### src/rtl/occ_fetch_ctrl.sv
// Sequencer that owns the single-port rom_Occ: per accepted parameter set it reads
// Occ(k-1) and Occ(l), picks the byte lane of the base in position, and hands both on.
module occ_fetch_ctrl #(
  parameter int ROM_LATENCY = 1
) (
  input  logic        clk,
  input  logic        rst,
  input  logic        in_valid,
  output logic        in_ready,
  input  logic [4:0]  position_in,
  input  logic [11:0] addr_in,
  input  logic [7:0]  i_in,
  input  logic [7:0]  z_in,
  input  logic [7:0]  k_in,
  input  logic [7:0]  l_in,
  output logic        ce_rom_Occ,
  output logic [7:0]  addr_rom_Occ,
  input  logic [31:0] data,
  output logic        out_valid,
  input  logic        out_ready,
  output logic [4:0]  position_out,
  output logic [11:0] addr_out,
  output logic [7:0]  i_out,
  output logic [7:0]  z_out,
  output logic [7:0]  k_out,
  output logic [7:0]  l_out,
  output logic [7:0]  occ_k_out,
  output logic [7:0]  occ_l_out,
  output logic        busy,
  output logic [2:0]  state_dbg
);

  // Position codes: per base, INSERTION, DELETION, MATCH, SNP in that order.
  localparam logic [4:0] POS_NONE        = 5'd0;
  localparam logic [4:0] POS_A_INSERTION = 5'd1;
  localparam logic [4:0] POS_A_DELETION  = 5'd2;
  localparam logic [4:0] POS_A_MATCH     = 5'd3;
  localparam logic [4:0] POS_A_SNP       = 5'd4;
  localparam logic [4:0] POS_C_INSERTION = 5'd5;
  localparam logic [4:0] POS_C_DELETION  = 5'd6;
  localparam logic [4:0] POS_C_MATCH     = 5'd7;
  localparam logic [4:0] POS_C_SNP       = 5'd8;
  localparam logic [4:0] POS_G_INSERTION = 5'd9;
  localparam logic [4:0] POS_G_DELETION  = 5'd10;
  localparam logic [4:0] POS_G_MATCH     = 5'd11;
  localparam logic [4:0] POS_G_SNP       = 5'd12;
  localparam logic [4:0] POS_T_INSERTION = 5'd13;
  localparam logic [4:0] POS_T_DELETION  = 5'd14;
  localparam logic [4:0] POS_T_MATCH     = 5'd15;
  localparam logic [4:0] POS_T_SNP       = 5'd16;
  localparam logic [4:0] POS_STOP_1      = 5'd17;
  localparam logic [4:0] POS_STOP_2      = 5'd18;

  localparam logic [1:0] LAT_M1 = 2'(ROM_LATENCY - 1);

  typedef enum logic [2:0] {
    S_IDLE    = 3'd0,
    S_ISSUE_K = 3'd1,
    S_WAIT_K  = 3'd2,
    S_ISSUE_L = 3'd3,
    S_WAIT_L  = 3'd4,
    S_OUT     = 3'd5
  } state_t;

  state_t      state;
  logic [1:0]  wait_cnt;
  logic [1:0]  lane_q;
  logic [2:0]  lane_in;
  logic [7:0]  lane_byte;

  assign state_dbg = state;

  // Returns {read_needed, lane}; lane 0..3 = A, C, G, T.
  function automatic logic [2:0] lane_of(input logic [4:0] pos);
    logic [2:0] r;
    r = 3'b000;
    case (pos)
      POS_A_INSERTION, POS_A_DELETION, POS_A_MATCH, POS_A_SNP: r = 3'b100;
      POS_C_INSERTION, POS_C_DELETION, POS_C_MATCH, POS_C_SNP: r = 3'b101;
      POS_G_INSERTION, POS_G_DELETION, POS_G_MATCH, POS_G_SNP: r = 3'b110;
      POS_T_INSERTION, POS_T_DELETION, POS_T_MATCH, POS_T_SNP: r = 3'b111;
      POS_NONE, POS_STOP_1, POS_STOP_2:                        r = 3'b000;
      default:                                                 r = 3'b000;
    endcase
    return r;
  endfunction

  assign lane_in = lane_of(position_in);

  always_comb begin
    lane_byte = data[7:0];
    case (lane_q)
      2'd0: lane_byte = data[7:0];
      2'd1: lane_byte = data[15:8];
      2'd2: lane_byte = data[23:16];
      2'd3: lane_byte = data[31:24];
      default: lane_byte = data[7:0];
    endcase
  end

  // Both handshakes: a transfer happens on a rising edge where valid and ready are
  // both high; the sender holds its payload stable while valid is high and ready is low.
  always_ff @(posedge clk) begin
    if (rst) begin
      state        <= S_IDLE;
      wait_cnt     <= 2'd0;
      lane_q       <= 2'd0;
      in_ready     <= 1'b1;
      busy         <= 1'b0;
      out_valid    <= 1'b0;
      ce_rom_Occ   <= 1'b0;
      addr_rom_Occ <= 8'd0;
      position_out <= 5'd0;
      addr_out     <= 12'd0;
      i_out        <= 8'd0;
      z_out        <= 8'd0;
      k_out        <= 8'd0;
      l_out        <= 8'd0;
      occ_k_out    <= 8'd0;
      occ_l_out    <= 8'd0;
    end else begin
      case (state)
        S_IDLE: begin
          if (in_valid) begin
            position_out <= position_in;
            addr_out     <= addr_in;
            i_out        <= i_in;
            z_out        <= z_in;
            k_out        <= k_in;
            l_out        <= l_in;
            lane_q       <= lane_in[1:0];
            occ_k_out    <= 8'd0;
            occ_l_out    <= 8'd0;
            in_ready     <= 1'b0;
            busy         <= 1'b1;
            if (!lane_in[2]) begin
              state     <= S_OUT;
              out_valid <= 1'b1;
            end else if (k_in == 8'd0) begin
              // Occ(-1) is zero by definition, so skip the first read entirely.
              state        <= S_ISSUE_L;
              ce_rom_Occ   <= 1'b1;
              addr_rom_Occ <= l_in;
            end else begin
              state        <= S_ISSUE_K;
              ce_rom_Occ   <= 1'b1;
              addr_rom_Occ <= k_in - 8'd1;
            end
          end
        end
        S_ISSUE_K: begin
          ce_rom_Occ <= 1'b0;
          wait_cnt   <= LAT_M1;
          state      <= S_WAIT_K;
        end
        S_WAIT_K: begin
          if (wait_cnt == 2'd0) begin
            occ_k_out    <= lane_byte;
            state        <= S_ISSUE_L;
            ce_rom_Occ   <= 1'b1;
            addr_rom_Occ <= l_out;
          end else begin
            wait_cnt <= wait_cnt - 2'd1;
          end
        end
        S_ISSUE_L: begin
          ce_rom_Occ <= 1'b0;
          wait_cnt   <= LAT_M1;
          state      <= S_WAIT_L;
        end
        S_WAIT_L: begin
          if (wait_cnt == 2'd0) begin
            occ_l_out    <= lane_byte;
            state        <= S_OUT;
            out_valid    <= 1'b1;
            addr_rom_Occ <= 8'd0;
          end else begin
            wait_cnt <= wait_cnt - 2'd1;
          end
        end
        S_OUT: begin
          // in_ready stays low here, so a new set is taken one cycle after release.
          if (out_ready) begin
            state     <= S_IDLE;
            out_valid <= 1'b0;
            busy      <= 1'b0;
            in_ready  <= 1'b1;
          end
        end
        default: begin
          state        <= S_IDLE;
          out_valid    <= 1'b0;
          busy         <= 1'b0;
          in_ready     <= 1'b1;
          ce_rom_Occ   <= 1'b0;
          addr_rom_Occ <= 8'd0;
        end
      endcase
    end
  end

endmodule

### config.mk
export PLATFORM = sky130hd
export DESIGN_NAME = occ_fetch_ctrl
export DESIGN_NICKNAME = d
export VERILOG_FILES = /design/src/rtl/occ_fetch_ctrl.sv
export SDC_FILE = /design/constraint.sdc
export NUM_CORES = 1
export LEC_CHECK = 0
export CORE_MARGIN = 1.5
export CORE_UTILIZATION = 39
export CTS_BUF_LIST = sky130_fd_sc_hd__clkbuf_4
export CTS_CLUSTER_DIAMETER = 30
export DETAILED_ROUTE_END_ITERATION = 8
export PLACE_DENSITY = 0.83
export SYNTH_ARGS = -nofsm -noshare
export SYNTH_HDL_FRONTEND = slang
export SYNTH_SLANG_ARGS = --single-unit
### constraint.sdc
create_clock -name clk -period 2.1 [get_ports clk]
set_clock_uncertainty 0.1 [all_clocks]
set_input_delay 0.315 -clock clk [delete_from_list [all_inputs] [get_ports clk]]
set_output_delay 0.315 -clock clk [all_outputs]
set_load 0.01 [all_outputs]
* Word-level counts from Yosys, hierarchy flattened
Memories as Yosys holds them, arrays and structs flattened.
Index checks and enable logic that the tools add are counted.
** Operators by class
- Add/subtract/negate cells :: 2
- Multiply operators :: 0
- Divide/modulo/power cells :: 0
- $lt $le $gt $ge :: 0
- Equality and inequality tests :: 15
- Shift-type cells :: 0
- Mux-type cells :: 33
- Bitwise gates (word level) :: 4
- Reduce and logical (&&, ||, !) cells :: 22
** Operators with widths (number)
- case mux 8 bit (4 select lines) :: 2
- 2-to-1 mux 8 bit :: 7
- case mux 8 bit (2 select lines) :: 2
- case mux 3 bit (6 select lines) :: 1
- 2-to-1 mux 3 bit :: 5
- inequality test 2 bit (second input constant) :: 7
- AND reduction 5 bit :: 2
- 2-to-1 mux 1 bit :: 9
- case mux 1 bit (3 select lines) :: 3
- AND reduction 3 bit :: 3
- logical NOT 8 bit :: 1
- AND reduction 4 bit :: 2
- subtractor 8 x 1 -> 8 bit (second input constant) :: 1
- equality test 3 x 2 -> 1 bit (second input constant) :: 2
- equality test 3 bit (second input constant) :: 2
- nonzero test 2 bit :: 3
- OR reduction 2 bit :: 3
- OR reduction 3 bit :: 2
- equality test 2 bit (second input constant) :: 2
- logical NOT 2 bit :: 2
- 2-to-1 mux 2 bit :: 2
- NOT 1 bit :: 4
- case mux 1 bit (4 select lines) :: 1
- case mux 2 bit (2 select lines) :: 1
- 6 further kinds :: 7
** Word-level totals
- Bits in registers :: 84
- Latch bits :: 0
- Memory bits (writable) :: 0
- ROM bits :: 96
- Bits of input ports :: 85
- Memories :: 1
** Memories
- (no name shown) :: words 32, width 3, read ports 1, clocked after memory_dff 0, write ports 0, RTL line 77 : case (pos)

* Longest topological paths before layout
- Depth in word-level cells :: 5
- Depth in mapped cells :: 8

* Worst setup path before layout
Ideal clock, no wire load.
- Path type :: input-to-reg
- Start point :: input port position_in[0]
- End point :: register addr_rom_Occ[4]
- Arrival :: 1.822 ns
- Path slack :: 0.056 ns
- Stages on the path :: 7
- Path buffers :: 0
- Cells stage by stage :: nor2_1 > ha_1 > nor2b_1 > mux2_2 > o221ai_2 > nor2_2 > a221o_1
** Between the ends
- Longest elaborated chain between the ends :: 3
** Ends and longest elaborated chain
- from (decl) :: RTL line 10 : input logic [4:0] position_in,
- memory (32 x 3 bit)
- inequality test 2 bit (no line)
- AND reduction 5 bit (no line)
- to (signal assigned) :: RTL line 143 : addr_rom_Occ <= l_in;
- to (signal assigned) :: RTL line 147 : addr_rom_Occ <= k_in - 8'd1;
- to (signal assigned) :: RTL line 161 : addr_rom_Occ <= l_out;
- to (decl) :: RTL line 17 : output logic [7:0] addr_rom_Occ,
Every way passes these cells.
A chain may end at the register's enable or synchronous reset.

* Final worst setup path
- Start point :: input port position_in[1]
- End point :: register addr_rom_Occ[4]
Same word-level chain as after synthesis.

==> impl_metrics.py <==
metrics = {
    "run_status": {
        "outcome": "finished clean",
    },
    "grt": {
        "pin_count_of_the_biggest_net_entering_global_routing": 71,
        "number_of_antenna_violations_at_the_first_check_in_global_routing": 0,
        "groute.usage.overall": 0.220,
        "global_route.overflow_total": 0,
        "first_global_vias": 3849,
        "grt_pass1_wl_mm": 17.8,
    },
    "die": {
        "die_area_mm2": 0.0101,
        "die_y_um": 101,
        "pin_count": 165,
        "floorplan.initialDensity": 0.401,
        "design.core.area_mm2": 0.00924,
        "die_w_um": 101,
        "rows": 35,
    },
    "worst_setup_path": {
        "critPathLaunchType": "input port",
        "crit_chain": "clkdlybuf4s50_1 > nor2_2 > ha_2 > nor2b_4 > mux2_4 > o221ai_2 > nor2_2 > a221o_1",
        "worst-endpoint-arrival_ps": 2250,
        "worst-setup-path-type": "in -> reg",
        "worst-endpoint-required_ps": 2300,
        "critical-path-top-cell-by-count": "sky130_fd_sc_hd__nor2_2",
        "critical_path.endpoint_type": "flip-flop",
        "worst-path-max-fanout": 3,
        "crit_path_top_delay_cell": "sky130_fd_sc_hd__clkdlybuf4s50_1",
        "cp_slowest_stage_delay_ps": 440,
    },
    "synth": {
        "postSynth.asyncResetShare": 0,
        "syn-num-nets": 540,
        "flip_flop_and_latch_count_after_synthesis": 84,
        "syn_avg_cell_area_um2": 8.23,
        "netlist_area_mm2": 0.00371,
        "synth-edff-count": 0,
        "synthCells": 451,
        "synth_flop_cell": "sky130_fd_sc_hd__dfxtp_1",
        "synth-warning-count": 0,
        "ys_types": 48,
        "ys_seq_area_frac": 0.453,
    },
    "pwr": {
        "power_frac_seq": 0.415,
        "comb_power_share": 0.330,
        "power_report.internal_total_mw": 3.22,
        "sw_frac_of_total": 0.301,
        "power.share.clock": 0.255,
        "sw_pwr_mw": 1.39,
        "leakage_nw": 2.17,
        "ir_drop_mv": 0.422,
        "power.density_mw_per_mm2": 785,
    },
    "clock_network": {
        "cts-buffers-inserted": 9,
        "cts.htree.levels": 3,
        "tritoncts": "yes",
        "max-clock-path-buffers": 2,
        "clock_sinks": 84,
        "clock_tree.root_cell": "sky130_fd_sc_hd__clkbuf_4",
        "worst_skew_pair.late_latency_ps": 410,
        "clk_transition_reported_paths_ps": 130,
    },
    "timing": {
        "tightest_slew_ps": 507,
        "final_critical_path_share_of_the_clock_period": 0.974,
        "timing.slew.headroom": 0.660,
        "finalHoldViolCount": 0,
        "maxSlewViolCount": 0,
        "rsz0062_at_grt": "no",
        "holdWs_ps": 122,
        "finalSetupViolCount": 0,
        "min_period_ps": 2050,
        "max_clock_freq_mhz": 489,
    },
    "job": {
        "cap_violations": 0,
    },
    "place": {
        "routabilityCongestion": 0.859,
        "detailedPlacementHpwl_mm": 8.50,
        "port_buffers": 164,
        "placedInstanceArea_mm2": 0.00564,
    },
    "layout": {
        "layout_cell_area_excl_fill_mm2": 0.00586,
        "share_of_post_route_cells_with_drive_strength_above_1": 0.123,
        "synth_to_layout_area_growth_pct": 58.0,
        "final_net_count": 716,
        "sequential_cell_area_mm2": 0.00169,
        "diodes": 0,
        "multiInputGateArea_mm2": 0.00187,
        "nFillCells": 776,
    },
    "routing": {
        "wire_per_inst_um": 14.5,
        "number_of_remaining_drc_errors": 0,
        "routed_via_density": 5.15,
        "wirelength_mm": 11.0,
        "detail_route.first_pass.iterations": 5,
        "postRouteAntennaNets": 0,
        "number_of_vias_in_the_routed_layout": 3917,
        "drt-initial-drc-count": 232,
    },
    "worst_hold_path": {
        "worst_hold_path_type": "in -> reg",
    },
}
## kinds of logic after synthesis
| group | synth area share |
|---|---|
| flip-flops | 0.453 |
| adder cells (fa/ha/maj) | 0.0135 |
| multiplexers | 0.0600 |
| AO/OA/AOI/OAI | 0.185 |
| AND/OR/NAND/NOR | 0.227 |
| buffers and inverters | 0.0516 |
| XOR/XNOR | 0.00945 |
## final cells by class
| type | count | area share |
|---|---|---|
| flip-flops and latches | 84 | 0.287 |
| multi-input cells | 327 | 0.318 |
| clock buffers | 12 | 0.0154 |
| repair buffers | 196 | 0.329 |
| clock inverters | 4 | 0.0166 |
| inverters | 9 | 0.00576 |
| well taps | 129 | 0.0275 |
## worst max-delay path, delay by kind of cell
kind                       cells  cell delay (ps)
AOI/OAI and AO/OA              2              590
buffers and inverters          1              440
and+or+nand+nor                3              390
muxes                          1              320
adders and majority gates      1              200
## cell usage after synthesis, types with 2 or more instances
master | number | area share
sky130_fd_sc_hd__mux2i_1 | 2 | 0.0054
sky130_fd_sc_hd__or3_1 | 3 | 0.0051
sky130_fd_sc_hd__buf_4 | 5 | 0.010
sky130_fd_sc_hd__o21a_1 | 2 | 0.0040
sky130_fd_sc_hd__nor2_1 | 24 | 0.024
sky130_fd_sc_hd__buf_1 | 2 | 0.0020
sky130_fd_sc_hd__o221ai_1 | 2 | 0.0047
sky130_fd_sc_hd__nor3_2 | 3 | 0.0081
sky130_fd_sc_hd__buf_2 | 5 | 0.0067
sky130_fd_sc_hd__a22oi_1 | 11 | 0.022
sky130_fd_sc_hd__nand2b_1 | 8 | 0.013
sky130_fd_sc_hd__a31oi_1 | 2 | 0.0034
sky130_fd_sc_hd__a211oi_1 | 3 | 0.0061
sky130_fd_sc_hd__o21ai_0 | 10 | 0.013
sky130_fd_sc_hd__o21ai_1 | 2 | 0.0027
sky130_fd_sc_hd__mux2_2 | 2 | 0.0061
sky130_fd_sc_hd__xnor2_1 | 3 | 0.0071
sky130_fd_sc_hd__o2bb2ai_1 | 5 | 0.012
sky130_fd_sc_hd__inv_1 | 9 | 0.0091
sky130_fd_sc_hd__nor2_2 | 3 | 0.0051
sky130_fd_sc_hd__a21oi_1 | 69 | 0.093
sky130_fd_sc_hd__dfxtp_1 | 84 | 0.45
sky130_fd_sc_hd__mux4_2 | 8 | 0.049
sky130_fd_sc_hd__ha_1 | 4 | 0.013
sky130_fd_sc_hd__nor3_1 | 5 | 0.0067
sky130_fd_sc_hd__nand2_1 | 121 | 0.12
sky130_fd_sc_hd__clkbuf_1 | 16 | 0.016
sky130_fd_sc_hd__buf_6 | 2 | 0.0061
sky130_fd_sc_hd__a221o_1 | 2 | 0.0054
sky130_fd_sc_hd__nor2b_1 | 5 | 0.0084
sky130_fd_sc_hd__nand3_1 | 12 | 0.016
## flip-flops by register name, summed over array words and instances (netlist names)
signal and cells:
addr_out 12, addr_rom_Occ 8, busy 1, ce_rom_Occ 1
i_out 8, in_ready 1, k_out 8, l_out 8
lane_q 2, occ_k_out 8, occ_l_out 8, out_valid 1
position_out 5, state_dbg 3, wait_cnt 2, z_out 8
## power by group through the flow
stage | Clock [mW] | Combinational [mW] | Sequential [mW]
6_report | 1.17 | 1.52 | 1.91
5_1_grt | 1.26 | 1.66 | 1.94
4_1_cts | 1.19 | 1.52 | 1.91
3_5_place_dp | 0 | 1.51 | 1.94
3_3_place_gp | 0 | 1.48 | 1.93
2_1_floorplan | 0 | 0.708 | 1.98
## through the flow
step / setup TNS [ps] / cells / power, mW / setup slack [ps] / util
floorplan: 0 / 451 / 2.69 / 56.0 / -
global route: 0 / 761 / 4.86 / 25.9 / 0.635
detailed placement: -4340 / 745 / 3.46 / -499 / 0.611
CTS: 0 / 761 / 4.62 / 1.35 / 0.632
global placement: -3650 / 745 / 3.41 / -435 / 0.611
finish: 0 / 761 / 4.60 / 54.3 / 0.635
## layout by cell type, fill, tap and decap left out, types with 10 or more instances in the layout
cell,instances
sky130_fd_sc_hd__buf_4,28
sky130_fd_sc_hd__clkdlybuf4s50_1,162
sky130_fd_sc_hd__dfxtp_1,81
sky130_fd_sc_hd__clkbuf_4,12
sky130_fd_sc_hd__o21ai_0,10
sky130_fd_sc_hd__a22oi_1,11
sky130_fd_sc_hd__nand3_1,12
sky130_fd_sc_hd__a21oi_1,69
sky130_fd_sc_hd__nand2_1,119
sky130_fd_sc_hd__nor2_1,23
## repair_timing
action,4_1_cts,5_1_grt
hold buffers,0,0
gates resized for setup,3,8
endpoints found under the setup margin,6,10
pin swaps,0,2
buffers inserted,0,0
## routing by layer
| layer | vias to the layer above | global-route usage | wire, µm |
|---|---|---|---|
| met3 | 19 | 0.0479 | 817 |
| met1 | 1840 | 0.267 | 4600 |
| met2 | 160 | 0.384 | 5430 |
| li1 | 1898 | - | - |
| met4 | 0 | 0.0769 | 178 |
| met5 | - | 0 | 0 |
## path summary, 6_finish.rpt
check	endpoint	slack, ps	depth (start not counted)	start
min reg2reg	k_out[3]$_SDFFE_PP0P_	360	2	k_out[3]$_SDFFE_PP0P_
min	k_out[7]$_SDFFE_PP0P_	120	2	rst
max reg2reg	addr_rom_Occ[1]$_SDFFE_PP0P_	210	8	wait_cnt[0]$_SDFFE_PP0P_
max	addr_rom_Occ[4]$_SDFFE_PP0P_	50	8	position_in[1]
(Power assumes the default switching activity.)
